==> src/rtl/mc_ctrl_pkg.sv <==
// Shared types and encodings for the multi-cycle RV32I control FSM.
package mc_ctrl_pkg;

    // Controller states; the numeric values are visible on the State debug port.
    typedef enum logic [3:0] {
        StFetch    = 4'h0,
        StDecode   = 4'h1,
        StMemAdr   = 4'h2,
        StMemRead  = 4'h3,
        StMemWb    = 4'h4,
        StMemWrite = 4'h5,
        StExecuteR = 4'h6,
        StExecuteI = 4'h7,
        StAluWb    = 4'h8,
        StJal      = 4'h9,
        StIllegal  = 4'hA,
        StBeq      = 4'hB
    } state_e;

    localparam logic [6:0] OpLoad   = 7'b0000011;
    localparam logic [6:0] OpStore  = 7'b0100011;
    localparam logic [6:0] OpRtype  = 7'b0110011;
    localparam logic [6:0] OpItype  = 7'b0010011;
    localparam logic [6:0] OpBranch = 7'b1100011;
    localparam logic [6:0] OpJal    = 7'b1101111;

    localparam logic [1:0] SrcAPc    = 2'b00;
    localparam logic [1:0] SrcAOldPc = 2'b01;
    localparam logic [1:0] SrcARs1   = 2'b10;

    localparam logic [1:0] SrcBRs2  = 2'b00;
    localparam logic [1:0] SrcBImm  = 2'b01;
    localparam logic [1:0] SrcBFour = 2'b10;

    localparam logic [1:0] ResAluOut    = 2'b00;
    localparam logic [1:0] ResData      = 2'b01;
    localparam logic [1:0] ResAluResult = 2'b10;

    localparam logic [1:0] ImmI = 2'b00;
    localparam logic [1:0] ImmS = 2'b01;
    localparam logic [1:0] ImmB = 2'b10;
    localparam logic [1:0] ImmJ = 2'b11;

    localparam logic [1:0] AluOpAdd  = 2'b00;
    localparam logic [1:0] AluOpSub  = 2'b01;
    localparam logic [1:0] AluOpFunc = 2'b10;

    localparam logic [3:0] AluAdd  = 4'h0;
    localparam logic [3:0] AluSub  = 4'h1;
    localparam logic [3:0] AluAnd  = 4'h2;
    localparam logic [3:0] AluOr   = 4'h3;
    localparam logic [3:0] AluXor  = 4'h4;
    localparam logic [3:0] AluSlt  = 4'h5;
    localparam logic [3:0] AluSltu = 4'h6;
    localparam logic [3:0] AluSll  = 4'h7;
    localparam logic [3:0] AluSrl  = 4'h8;
    localparam logic [3:0] AluSra  = 4'h9;

    // Immediate format selected purely from the opcode field.
    function automatic logic [1:0] imm_src_of(logic [6:0] opcode);
        logic [1:0] imm;
        imm = ImmI;
        case (opcode)
            OpStore:  imm = ImmS;
            OpBranch: imm = ImmB;
            OpJal:    imm = ImmJ;
            default:  imm = ImmI;
        endcase
        return imm;
    endfunction

endpackage

==> src/rtl/multicycle_control_fsm_if.sv <==
// Controller <-> datapath signal bundle.
interface multicycle_control_fsm_if;
    logic [6:0] opcode;
    logic [2:0] func3;
    logic       func7_5;
    logic       Zero;
    logic       MemReady;
    logic       PCWrite;
    logic       AdrSrc;
    logic       MemWrite;
    logic       IRWrite;
    logic [1:0] ResultSrc;
    logic [1:0] ALUSrcA;
    logic [1:0] ALUSrcB;
    logic [1:0] ImmSrc;
    logic       RegWrite;
    logic [3:0] ALUCtl;
    logic       IllegalInstr;
    logic [3:0] State;

    // Controller side.
    modport master (
        input  opcode, func3, func7_5, Zero, MemReady,
        output PCWrite, AdrSrc, MemWrite, IRWrite, ResultSrc, ALUSrcA, ALUSrcB,
               ImmSrc, RegWrite, ALUCtl, IllegalInstr, State
    );

    // Datapath side.
    modport slave (
        output opcode, func3, func7_5, Zero, MemReady,
        input  PCWrite, AdrSrc, MemWrite, IRWrite, ResultSrc, ALUSrcA, ALUSrcB,
               ImmSrc, RegWrite, ALUCtl, IllegalInstr, State
    );
endinterface

==> src/rtl/multicycle_control_fsm_alu_decoder.sv <==
// ALU decoder: maps ALUOp plus instruction function fields to an ALU operation.
module multicycle_control_fsm_alu_decoder
    import mc_ctrl_pkg::*;
(
    input  logic [1:0] alu_op_i,
    input  logic [2:0] func3_i,
    input  logic       func7_5_i,
    input  logic       opcode_5_i,
    output logic [3:0] alu_ctl_o
);

    // Only R-type (opcode[5]=1) may select SUB; for addi bit 30 is immediate data.
    always_comb begin
        alu_ctl_o = AluAdd;
        case (alu_op_i)
            AluOpAdd: alu_ctl_o = AluAdd;
            AluOpSub: alu_ctl_o = AluSub;
            AluOpFunc: begin
                case (func3_i)
                    3'b000:  alu_ctl_o = (opcode_5_i && func7_5_i) ? AluSub : AluAdd;
                    3'b001:  alu_ctl_o = AluSll;
                    3'b010:  alu_ctl_o = AluSlt;
                    3'b011:  alu_ctl_o = AluSltu;
                    3'b100:  alu_ctl_o = AluXor;
                    3'b101:  alu_ctl_o = func7_5_i ? AluSra : AluSrl;
                    3'b110:  alu_ctl_o = AluOr;
                    default: alu_ctl_o = AluAnd;
                endcase
            end
            default: alu_ctl_o = AluAdd;
        endcase
    end

endmodule

==> src/rtl/multicycle_control_fsm.sv <==
// Multi-cycle RV32I control FSM: fetch/decode/execute/writeback sequencing.
module multicycle_control_fsm
    import mc_ctrl_pkg::*;
#(
    parameter bit ILLEGAL_HALT = 1'b1,
    parameter bit MEM_WAIT_EN  = 1'b1
) (
    input  logic                      clk,
    input  logic                      rst_n,
    multicycle_control_fsm_if.master  bus
);

    state_e     state_q, state_d;
    logic       mem_ready;
    logic [1:0] alu_op;
    logic       pc_write, ir_write, mem_write, reg_write, illegal;
    logic       adr_src;
    logic [1:0] result_src, alu_src_a, alu_src_b;

    assign mem_ready = MEM_WAIT_EN ? bus.MemReady : 1'b1;

    // State register, asynchronously returned to FETCH.
    always_ff @(posedge clk or negedge rst_n) begin
        if (!rst_n) begin
            state_q <= StFetch;
        end else begin
            state_q <= state_d;
        end
    end

    // Next-state and output decode.
    always_comb begin
        state_d    = state_q;
        pc_write   = 1'b0;
        ir_write   = 1'b0;
        mem_write  = 1'b0;
        reg_write  = 1'b0;
        illegal    = 1'b0;
        adr_src    = 1'b0;
        result_src = ResAluOut;
        alu_src_a  = SrcAPc;
        alu_src_b  = SrcBRs2;
        alu_op     = AluOpAdd;
        case (state_q)
            StFetch: begin
                alu_src_b  = SrcBFour;
                result_src = ResAluResult;
                if (mem_ready) begin
                    ir_write = 1'b1;
                    pc_write = 1'b1;
                    state_d  = StDecode;
                end
            end
            StDecode: begin
                // Branch/jump target is precomputed into ALUOut here.
                alu_src_a = SrcAOldPc;
                alu_src_b = SrcBImm;
                case (bus.opcode)
                    OpLoad, OpStore: state_d = StMemAdr;
                    OpRtype:         state_d = StExecuteR;
                    OpItype:         state_d = StExecuteI;
                    OpJal:           state_d = StJal;
                    OpBranch:        state_d = (bus.func3[2:1] == 2'b00) ? StBeq : StIllegal;
                    default:         state_d = StIllegal;
                endcase
            end
            StMemAdr: begin
                alu_src_a = SrcARs1;
                alu_src_b = SrcBImm;
                // opcode[5] separates store (1) from load (0).
                state_d   = bus.opcode[5] ? StMemWrite : StMemRead;
            end
            StMemRead: begin
                adr_src = 1'b1;
                if (mem_ready) state_d = StMemWb;
            end
            StMemWb: begin
                result_src = ResData;
                reg_write  = 1'b1;
                state_d    = StFetch;
            end
            StMemWrite: begin
                adr_src   = 1'b1;
                mem_write = 1'b1;
                if (mem_ready) state_d = StFetch;
            end
            StExecuteR: begin
                alu_src_a = SrcARs1;
                alu_src_b = SrcBRs2;
                alu_op    = AluOpFunc;
                state_d   = StAluWb;
            end
            StExecuteI: begin
                alu_src_a = SrcARs1;
                alu_src_b = SrcBImm;
                alu_op    = AluOpFunc;
                state_d   = StAluWb;
            end
            StAluWb: begin
                result_src = ResAluOut;
                reg_write  = 1'b1;
                state_d    = StFetch;
            end
            StJal: begin
                // PC <= target held in ALUOut; ALU forms OldPC+4 for the link.
                alu_src_a = SrcAOldPc;
                alu_src_b = SrcBFour;
                pc_write  = 1'b1;
                state_d   = StAluWb;
            end
            StBeq: begin
                alu_src_a = SrcARs1;
                alu_src_b = SrcBRs2;
                alu_op    = AluOpSub;
                // func3[0] inverts the sense: beq takes on Zero, bne on !Zero.
                pc_write  = bus.Zero ^ bus.func3[0];
                state_d   = StFetch;
            end
            StIllegal: begin
                illegal = 1'b1;
                if (!ILLEGAL_HALT) state_d = StFetch;
            end
            default: state_d = StFetch;
        endcase
    end

    multicycle_control_fsm_alu_decoder u_alu_decoder (
        .alu_op_i   (alu_op),
        .func3_i    (bus.func3),
        .func7_5_i  (bus.func7_5),
        .opcode_5_i (bus.opcode[5]),
        .alu_ctl_o  (bus.ALUCtl)
    );

    // Strobes are forced low for as long as reset is held, independent of state.
    assign bus.PCWrite      = pc_write & rst_n;
    assign bus.IRWrite      = ir_write & rst_n;
    assign bus.MemWrite     = mem_write & rst_n;
    assign bus.RegWrite     = reg_write & rst_n;
    assign bus.IllegalInstr = illegal & rst_n;
    assign bus.AdrSrc       = adr_src;
    assign bus.ResultSrc    = result_src;
    assign bus.ALUSrcA      = alu_src_a;
    assign bus.ALUSrcB      = alu_src_b;
    assign bus.ImmSrc       = imm_src_of(bus.opcode);
    assign bus.State        = state_q;

endmodule
==> src/flat_wrapper.sv <==
// flat-port wrapper written by rule: the top's interface ports become plain ports
module multicycle_control_fsm_flat import mc_ctrl_pkg::*;
#(
    parameter bit ILLEGAL_HALT = 1'b1,
    parameter bit MEM_WAIT_EN  = 1'b1
)
  (clk, rst_n, bus_opcode, bus_func3, bus_func7_5, bus_Zero, bus_MemReady, bus_PCWrite, bus_AdrSrc, bus_MemWrite, bus_IRWrite, bus_ResultSrc, bus_ALUSrcA, bus_ALUSrcB, bus_ImmSrc, bus_RegWrite, bus_ALUCtl, bus_IllegalInstr, bus_State);
  multicycle_control_fsm_if bus_i ();
  input  logic clk;
  input  logic rst_n;
  input wire logic [$bits(bus_i.opcode)-1:0] bus_opcode;
  input wire logic [$bits(bus_i.func3)-1:0] bus_func3;
  input wire logic [$bits(bus_i.func7_5)-1:0] bus_func7_5;
  input wire logic [$bits(bus_i.Zero)-1:0] bus_Zero;
  input wire logic [$bits(bus_i.MemReady)-1:0] bus_MemReady;
  output wire logic [$bits(bus_i.PCWrite)-1:0] bus_PCWrite;
  output wire logic [$bits(bus_i.AdrSrc)-1:0] bus_AdrSrc;
  output wire logic [$bits(bus_i.MemWrite)-1:0] bus_MemWrite;
  output wire logic [$bits(bus_i.IRWrite)-1:0] bus_IRWrite;
  output wire logic [$bits(bus_i.ResultSrc)-1:0] bus_ResultSrc;
  output wire logic [$bits(bus_i.ALUSrcA)-1:0] bus_ALUSrcA;
  output wire logic [$bits(bus_i.ALUSrcB)-1:0] bus_ALUSrcB;
  output wire logic [$bits(bus_i.ImmSrc)-1:0] bus_ImmSrc;
  output wire logic [$bits(bus_i.RegWrite)-1:0] bus_RegWrite;
  output wire logic [$bits(bus_i.ALUCtl)-1:0] bus_ALUCtl;
  output wire logic [$bits(bus_i.IllegalInstr)-1:0] bus_IllegalInstr;
  output wire logic [$bits(bus_i.State)-1:0] bus_State;
  assign bus_i.opcode = bus_opcode;
  assign bus_i.func3 = bus_func3;
  assign bus_i.func7_5 = bus_func7_5;
  assign bus_i.Zero = bus_Zero;
  assign bus_i.MemReady = bus_MemReady;
  assign bus_PCWrite = bus_i.PCWrite;
  assign bus_AdrSrc = bus_i.AdrSrc;
  assign bus_MemWrite = bus_i.MemWrite;
  assign bus_IRWrite = bus_i.IRWrite;
  assign bus_ResultSrc = bus_i.ResultSrc;
  assign bus_ALUSrcA = bus_i.ALUSrcA;
  assign bus_ALUSrcB = bus_i.ALUSrcB;
  assign bus_ImmSrc = bus_i.ImmSrc;
  assign bus_RegWrite = bus_i.RegWrite;
  assign bus_ALUCtl = bus_i.ALUCtl;
  assign bus_IllegalInstr = bus_i.IllegalInstr;
  assign bus_State = bus_i.State;
  multicycle_control_fsm #(.ILLEGAL_HALT(ILLEGAL_HALT), .MEM_WAIT_EN(MEM_WAIT_EN)) u_core (.clk(clk), .rst_n(rst_n), .bus(bus_i));
endmodule
==> config.mk <==
export PLATFORM = sky130hd
export DESIGN_NAME = multicycle_control_fsm_flat
export DESIGN_NICKNAME = d
export VERILOG_FILES = /design/src/rtl/mc_ctrl_pkg.sv /design/src/rtl/multicycle_control_fsm_if.sv /design/src/rtl/multicycle_control_fsm_alu_decoder.sv /design/src/rtl/multicycle_control_fsm.sv /design/src/flat_wrapper.sv
export SDC_FILE = /design/constraint.sdc
export NUM_CORES = 1
export LEC_CHECK = 0
export CAP_MARGIN = 20
export CORE_MARGIN = 5
export CORE_UTILIZATION = 38
export DETAILED_ROUTE_END_ITERATION = 8
export PLACE_DENSITY = 0.76
export REMOVE_ABC_BUFFERS = 1
export SYNTH_ARGS = -nofsm -noshare
export SYNTH_HDL_FRONTEND = slang
export SYNTH_SLANG_ARGS = --single-unit
==> constraint.sdc <==
create_clock -name clk -period 2.6 [get_ports clk]
set_clock_uncertainty 0.1 [all_clocks]
set_input_delay 0.78 -clock clk [delete_from_list [all_inputs] [get_ports clk]]
set_output_delay 0.78 -clock clk [all_outputs]
set_load 0.01 [all_outputs]
Yosys cells after proc, flatten, opt, wreduce, memory -nomap -nowiden
Index checks and enable logic that the tools add are counted.
- word-level logic and storage cells: 73
- register bits after elaboration: 4
- output and inout bits: 22
- mux-type cells: 23
- bitwise logic cells: 7
- reductions and logical operators: 14
- equal/unequal tests: 28
- operators with widths (kind ; number):
    $pmux W4 S7 ; 2
    $pmux W4 S5 ; 1
    $eq A4 B3 Y1 const B ; 4
    $eq A4 B4 Y1 const B ; 4
    $pmux W2 S2 ; 4
    $eq A7 B6 Y1 const B ; 2
    $eq A7 B7 Y1 const B ; 2
    $mux W4 ; 3
    $reduce_or A2 Y1 ; 6
    $eq A3 B3 Y1 const B ; 3
    $mux W1 ; 9
    $eq A4 B2 Y1 const B ; 2
    $pmux W4 S2 ; 1
    $eq A7 B2 Y1 const B ; 1
    $eq A7 B5 Y1 const B ; 1
    $eq A3 B2 Y1 const B ; 2
    $ne A2 B2 Y1 const B ; 3
    $pmux W2 S3 ; 1
    $reduce_or A3 Y1 ; 2
    $and A1 B1 Y1 ; 5
    $eq A4 B1 Y1 const B ; 1
    $logic_not A4 Y1 ; 1
    $reduce_and A4 Y1 ; 1
    $reduce_or A4 Y1 ; 1
    other kinds (10) ; 10

Longest topological paths before layout
Gate-level depths: netlist of run 1.
- word-level depth: 5
- mapped depth: 7
- mapped depth without buffers: 6

Cells and area by module
From an unflattened synthesis of run 1, not the netlist that was laid out.
- cell total of the unflattened synthesis: 98
- area, all modules: 725.7 um2
- modules (own cells, without submodules) (module ; cells each ; seq. area each (um2) ; times used ; area each (um2)):
    multicycle_control_fsm ; 79 ; 100.1 ; 1 ; 604.3
    multicycle_control_fsm_alu_decoder ; 19 ; 0.0 ; 1 ; 121.4

Worst setup path before layout of run 1
OpenSTA, ideal clock, no wires.
- path type: flip-flop to output port
- start point: register u_core.state_q[1], in the netlist u_core.bus.State[1]
- end point: output bus_ALUCtl[3]
- stages on the path, launching flop included: 8
- path slack: 67 ps
- data arrival time: 1653 ps
- required time: 1720 ps
- cells stage by stage: dfrtp_1 -> clkbuf_1 -> nand2b_1 -> nor2_1 -> ha_1 -> inv_1 -> nand2_1 -> nor3_1
- word-level cells in the longest chain between the ends: 5
- elaborated cells on any way between the ends: 8
- classes of those cells: eq/ne: 5; mux: 2; reduce/logical: 1
- ends and longest elaborated chain (element ; line ; RTL):
    from (decl) ; multicycle_control_fsm.sv:13 ; state_e state_q, state_d;
    from (signal assigned) ; multicycle_control_fsm.sv:25 ; state_q <= StFetch;
    from (signal assigned) ; multicycle_control_fsm.sv:27 ; state_q <= state_d;
    $eq A4 B3 Y1 ; multicycle_control_fsm.sv:44 ; case (state_q)
    $reduce_or A2 Y1 (no source line) ; - ;
    $pmux W2 S2 (*) ; multicycle_control_fsm.sv:44 ;
    $eq A2 B2 Y1 or $eq A2 B1 Y1 (tied branches) ; multicycle_control_fsm_alu_decoder.sv:15 ; case (alu_op_i)
    $pmux W4 S2 (*) ; multicycle_control_fsm_alu_decoder.sv:15 ;
    to (decl) ; flat_wrapper.sv:25 ; output wire logic [$bits(bus_i.ALUCtl)-1:0] bus_ALUCtl;
Mark *: on every way between the ends. The rest lies on a longest branch, timed or not.

Worst setup path after layout of run 1
- start point: input bus_MemReady
- end point: output bus_PCWrite
- word-level cells in the longest chain between the ends: 3
- ends and longest elaborated chain (element ; line ; RTL):
    from (decl) ; flat_wrapper.sv:15 ; input wire logic [$bits(bus_i.MemReady)-1:0] bus_MemReady;
    $mux W1 ; multicycle_control_fsm.sv:48 ; if (mem_ready) begin
    $pmux W1 S3 ; multicycle_control_fsm.sv:44 ;
    $and A1 B1 Y1 ; multicycle_control_fsm.sv:136 ; assign bus.PCWrite = pc_write & rst_n;
    to (decl) ; flat_wrapper.sv:16 ; output wire logic [$bits(bus_i.PCWrite)-1:0] bus_PCWrite;
Every way passes these cells.

==> run metrics, run 1 <==
status=complete, no violations; Post-synth EDFFs=0; wl on met1=959 um; fin crit share=99.5%; Layout Nets=177; Largest register FFs=4; post-synthesis sequential area ratio=14.8%; critical-path cell list=buf_6 > or3b_1 > a211o_1 > a21boi_2 > buf_2; pre-CTS WS=-0.836 ns; Arr. time, crit path=1.71 ns; Min Clock Period, post-route=2.59 ns; WL met2=1310 um; clock slew at reported path FFs=0.04 ns; starting density of the core=39.7%; final core utilization=75.9%; global-route usage over all layers=18.8%; maximum buffer depth of the clock tree=2; CTS Buf Count=3; r2r startpoint=u_core.bus.State[1]; mapped cell area=678 um^2; Synth Register Bits=4; top routing layer used=met4; Hold Path Class=primary input to async pin; DIE WIDTH=52.2 um; Placer Congestion=0.796; DP HPWL=1940 um; vias after detailed routing=967; post-synth top area cell=dfrtp_1; H-Tree Level Count=1; DRC viols=0; critical path class=primary input to output port; vias in the first global route=974; simple-gate share of the synthesized area=39.1%; area delta synth->final=91.1%; xor-xnor portion of the synthesized cell area=7.75%; syn_area_per_cell=7.06 um^2; CP Capture Type=output port; top-count cell post-synth=nand2_1; switching share of power=44.3%; Clock Tree Root=clkbuf_4; Req. time, crit path=1.72 ns; WL met3=151 um; CP top delay family=compound AO/OA/AOI/OAI gates; post-route cell area=1300 um^2; logic gate share of total power=81.8%; I/O pins=37; Reg2Reg Depth=6; initial antenna violation count=0; Critical Path Start Type=primary input; # setup viols final=0; reg2reg end=u_core.bus.State[2]; vias per cell=5.28; die area=2730 um^2; Site Rows=15; Final WS setup=0.0140 ns; largest family of logic cells by synthesized area=simple AND/OR/NAND/NOR gates; Reg2Reg Setup Slack=0.92 ns; # clock sinks=4; wire length per cell=13.6 um; drt first-iter violations=9; Max Fclk=387 MHz; Total Neg Setup Slack=0 ns; mux contribution to synthesized area=3.14%; Post-DP Area=1240 um^2; Final Hold Viols=0; largest net degree at the start of global routing=17; core region area=1710 um^2; Final Slew Violations=0; Psw=0.465 mW; adder-cell share of the synthesized area=3.69%; RSZ-0062 raised after global routing=true; synth cell count leaders=11 x nand2_1, 7 x a21oi_1, 7 x nor2_1; first-pass GRT wire length=3910 um; max incr delay on CP=0.33 ns; number of routed nets with antenna violations=0; GRT Residual Overflow=0; Peak VDD IR=454 uV; diode count=0; Worst Path Max Fanout=2; top_reg_cell synth=dfrtp_1; complex-gate fraction of the synthesized area=23.2%; Initial DRT Pass Iterations=4; CTS tree=done; PortBufs=36; yosys warns=0; worst skew pair latency=0.23 ns; Seq pwr share=10.8%; worst-margin pin slew=0.273 ns; Post-Synthesis Cells=96; Worst slew margin=81.7%; Worst Path Buf+Inv=2; max_cap viols=0; share of synthesized registers carrying an async set or reset=100%; internal power=0.585 mW; Worst Hold Slack=0.476 ns; Synth top area share=14.8%; WL final=2490 um; crit path max-delay cell type=or3b_1; layout cell share with drive strength beyond 1=38.0%; clock network fraction of design power=7.4%; Netlist cell types=43; Chip Height=52.2 um; PD cells=810 nW/um^2; Leak Pwr=0.673 nW; Area contributors post-synth=dfrtp_1 15%, nand2_1 6.1%, a21oi_1 5.2%
what timing repair did:
item | in CTS | in global routing
resized for setup | 69 | 14
setup buffers | 1 | 2
hold buffers | 0 | 0
pin swaps | 7 | 4
setup endpoints to repair | 16 | 9
metrics by stage:
stage	total power, mW	cells
after global routing	1.13	183
after CTS	1.03	181
after global placement	0.929	177
after floorplan	0.482	88
final	1.05	183
after detailed placement	0.950	177
tightest hold or removal path, stage by stage:
cell,delay (ns)
dlymetal6s2s_1,0.11
buf_6,0.12
buf_4,0.12
area by class of cell:
cell class | instances | area, um^2
well taps | 25 | 31.3
fillers | 139 | 412
multi-input cells | 80 | 583
flip-flops and latches | 4 | 100
clock buffers | 3 | 22.5
repair buffers | 67 | 544
inverters | 4 | 15.0
cells by family after synthesis:
logic type / count (synthesis)
buffers and inverters: 12
adder cells (fa/ha/maj): 2
multiplexers: 2
AO/OA/AOI/OAI: 22
flip-flops: 4
AND/OR/NAND/NOR: 48
XOR/XNOR: 6
cells in the final DEF, fill, tap and decap left out, drive strengths merged, types with 4 or more instances in the layout:
cell / count
buf: 40
dlygate4sd2: 15
nand2: 11
a21oi: 7
nor2: 7
clkdlybuf4s50: 5
clkbuf: 5
dfrtp: 4
nor2b: 4
xor2: 4
inv: 4
power by group through the flow:
stage | logic [mW] | clock network (mW) | registers, mW
2_1_floorplan | 0.287 | 0 | 0.195
3_3_place_gp | 0.818 | 0 | 0.111
3_5_place_dp | 0.839 | 0 | 0.111
4_1_cts | 0.833 | 0.0806 | 0.112
5_1_grt | 0.930 | 0.0845 | 0.116
6_report | 0.859 | 0.0782 | 0.113
worst max path at each step:
stage,start,endpoint,slack [ns],cells after the start
after floorplan,u_core.bus.State[1],bus_ALUCtl[3],0.03,6
after global routing,bus_MemReady,bus_PCWrite,-0.05,5
after detailed placement,bus_MemReady,bus_PCWrite,-0.84,5
final,bus_MemReady,bus_PCWrite,0.01,5
after global placement,bus_MemReady,bus_PCWrite,-0.82,5
after CTS,u_core.bus.State[0],bus_ALUSrcB[1],0.002,4
layer usage:
layer | vias to the layer above | global-route usage, %
li1 | 473 | -
met1 | 452 | 18.9
met2 | 34 | 36.8
met3 | 8 | 3.42
met4 | 0 | 8.51
met5 | - | 0
Note: power is estimated with default switching activity, not from simulation.
==> run 2: changes to the inputs <==
Settings changed: RECOVER_POWER from default to 25.
==> run metrics, run 2 (synthesis results as in run 1) <==
status=complete, no violations (unchanged); r2r startpoint=u_core.bus.State[1] (unchanged); critical path startpoint=bus_MemReady (unchanged); H-Tree Level Count=1 (unchanged); worst-margin pin slew=0.270 ns (was 0.273 ns); Req. time, crit path=1.72 ns (about the same); Worst Path Max Fanout=2 (unchanged); Peak VDD IR=454 uV (about the same); Min Clock Period, post-route=2.59 ns (about the same); Largest register FFs=4 (unchanged); Psw=0.465 mW (about the same); wire length per cell=13.6 um (about the same); Site Rows=15 (unchanged); critical path class=primary input to output port (unchanged); clock network fraction of design power=7.4% (about the same); PortBufs=36 (unchanged); max_cap viols=0 (unchanged); largest net degree at the start of global routing=17 (unchanged); CTS tree=done (unchanged); I/O pins=37 (unchanged); Worst Hold Slack=0.633 ns (was 0.476 ns); Placer Congestion=0.796 (unchanged); global-route usage over all layers=18.8% (unchanged); Critical Path Start Type=primary input (unchanged); hold_sp=u_core.bus.State[3]; # clock sinks=4 (unchanged); CP Capture Type=output port (unchanged); Clock Tree Root=clkbuf_4 (unchanged); internal power=0.584 mW (was 0.585 mW); Initial DRT Pass Iterations=4 (unchanged); starting density of the core=39.7% (unchanged); # setup viols final=0 (unchanged); Reg2Reg Setup Slack=0.90 ns (was 0.92 ns); Max Fclk=387 MHz (about the same); PD cells=816 nW/um^2 (was 810 nW/um^2); Seq pwr share=10.8% (about the same); DIE WIDTH=52.2 um (unchanged); most frequent cells in the layout=28 x buf_4, 15 x dlygate4sd2_1, 11 x nand2_1 (was 30 x buf_4, 15 x dlygate4sd2_1, 11 x nand2_1); layout cell share with drive strength beyond 1=36.7% (was 38.0%); maximum buffer depth of the clock tree=2 (unchanged); Layout Nets=177 (unchanged); drt first-iter violations=9 (unchanged); DRC viols=0 (unchanged); Total Neg Setup Slack=0 ns (unchanged); Arr. time, crit path=1.71 ns (about the same); GRT Residual Overflow=0 (unchanged); Leak Pwr=0.658 nW (was 0.673 nW); fin crit share=99.5% (about the same); diode count=0 (unchanged); Final Hold Viols=0 (unchanged); Final Slew Violations=0 (unchanged); logic gate share of total power=81.8% (about the same); DP HPWL=1940 um (unchanged); clock slew at reported path FFs=0.04 ns (about the same); Chip Height=52.2 um (unchanged); switching share of power=44.3% (about the same); Worst slew margin=81.9% (was 81.7%); die area=2730 um^2 (unchanged); vias per cell=5.36 (was 5.28); vias after detailed routing=980 (was 967); CTS Buf Count=3 (unchanged); vias in the first global route=974 (unchanged); core region area=1710 um^2 (unchanged); Hold Path Class=register to register (was primary input to async pin); number of routed nets with antenna violations=0 (unchanged); initial antenna violation count=0 (unchanged); most common cell after layout, fill and taps aside=buf_4 (unchanged); area delta synth->final=89.5% (was 91.1%); worst skew pair latency=0.23 ns (about the same); first-pass GRT wire length=3910 um (unchanged); WL final=2480 um (was 2490 um); RSZ-0062 raised after global routing=true (unchanged)
-- run 2: final cells by class --
| cell class | instances | area (um^2) |
|---|---|---|
| clock buffer | 3 | 22.5 |
| fill | 143 | 423 |
| inverter | 4 | 15.0 |
| multi-input combinational | 80 | 578 |
| sequential | 4 | 100 |
| tap | 25 | 31.3 |
| timing repair buffer | 67 | 538 |
-- run 2: worst max-delay path, cell delays in order --
cell,delay (ns)
buf_6,0.07
or3b_1,0.33
a211o_1,0.27
a21boi_2,0.13
buf_2,0.14
-- run 2: final timing paths --
check                                           end  cells past startpoint
min in group asynchronous       u_core.bus.State[1]                      3
worst min register to register  u_core.bus.State[3]                      3
max in group asynchronous       u_core.bus.State[2]                      3
worst max register to register  u_core.bus.State[2]                      6
worst max-delay path                    bus_PCWrite                      5
worst min-delay path            u_core.bus.State[3]                      3
-- run 2: power by group through the flow --
| stage | sequential, mW | combinational, mW | clock, mW |
|---|---|---|---|
| floorplan | 0.195 | 0.287 | 0 |
| global placement | 0.111 | 0.818 | 0 |
| detailed placement | 0.111 | 0.839 | 0 |
| CTS | 0.112 | 0.833 | 0.0806 |
| global route | 0.116 | 0.928 | 0.0845 |
| finish | 0.113 | 0.858 | 0.0781 |
-- run 2: timing repair --
action	in CTS	in global routing
hold buffers	0	0
pin swaps	7	4
buffers inserted	1	2
resized for setup	69	14
setup endpoints to repair	16	9
-- run 2: per-stage QoR --
| step | setup WS [ns] | cell area [um^2] | std cells | utilization (%) | power, mW |
|---|---|---|---|---|---|
| after CTS | 0.00157 | 1250 | 181 | 73.0 | 1.03 |
| final | 0.0139 | 1280 | 183 | 75.2 | 1.05 |
| after global placement | -0.822 | 1240 | 177 | 72.5 | 0.929 |
| after global routing | -0.0545 | 1280 | 183 | 75.2 | 1.13 |
| after detailed placement | -0.836 | 1240 | 177 | 72.5 | 0.950 |
| after floorplan | 0.0307 | 637 | 88 | - | 0.482 |
-- run 2: routing by layer --
metal / vias to the layer above / GRT usage (%) / wire length (um)
met4: 0 / 8.51 / 85
met2: 43 / 36.8 / 1290
met5: - / 0 / 0
li1: 474 / - / -
met1: 453 / 18.9 / 936
met3: 10 / 3.42 / 172
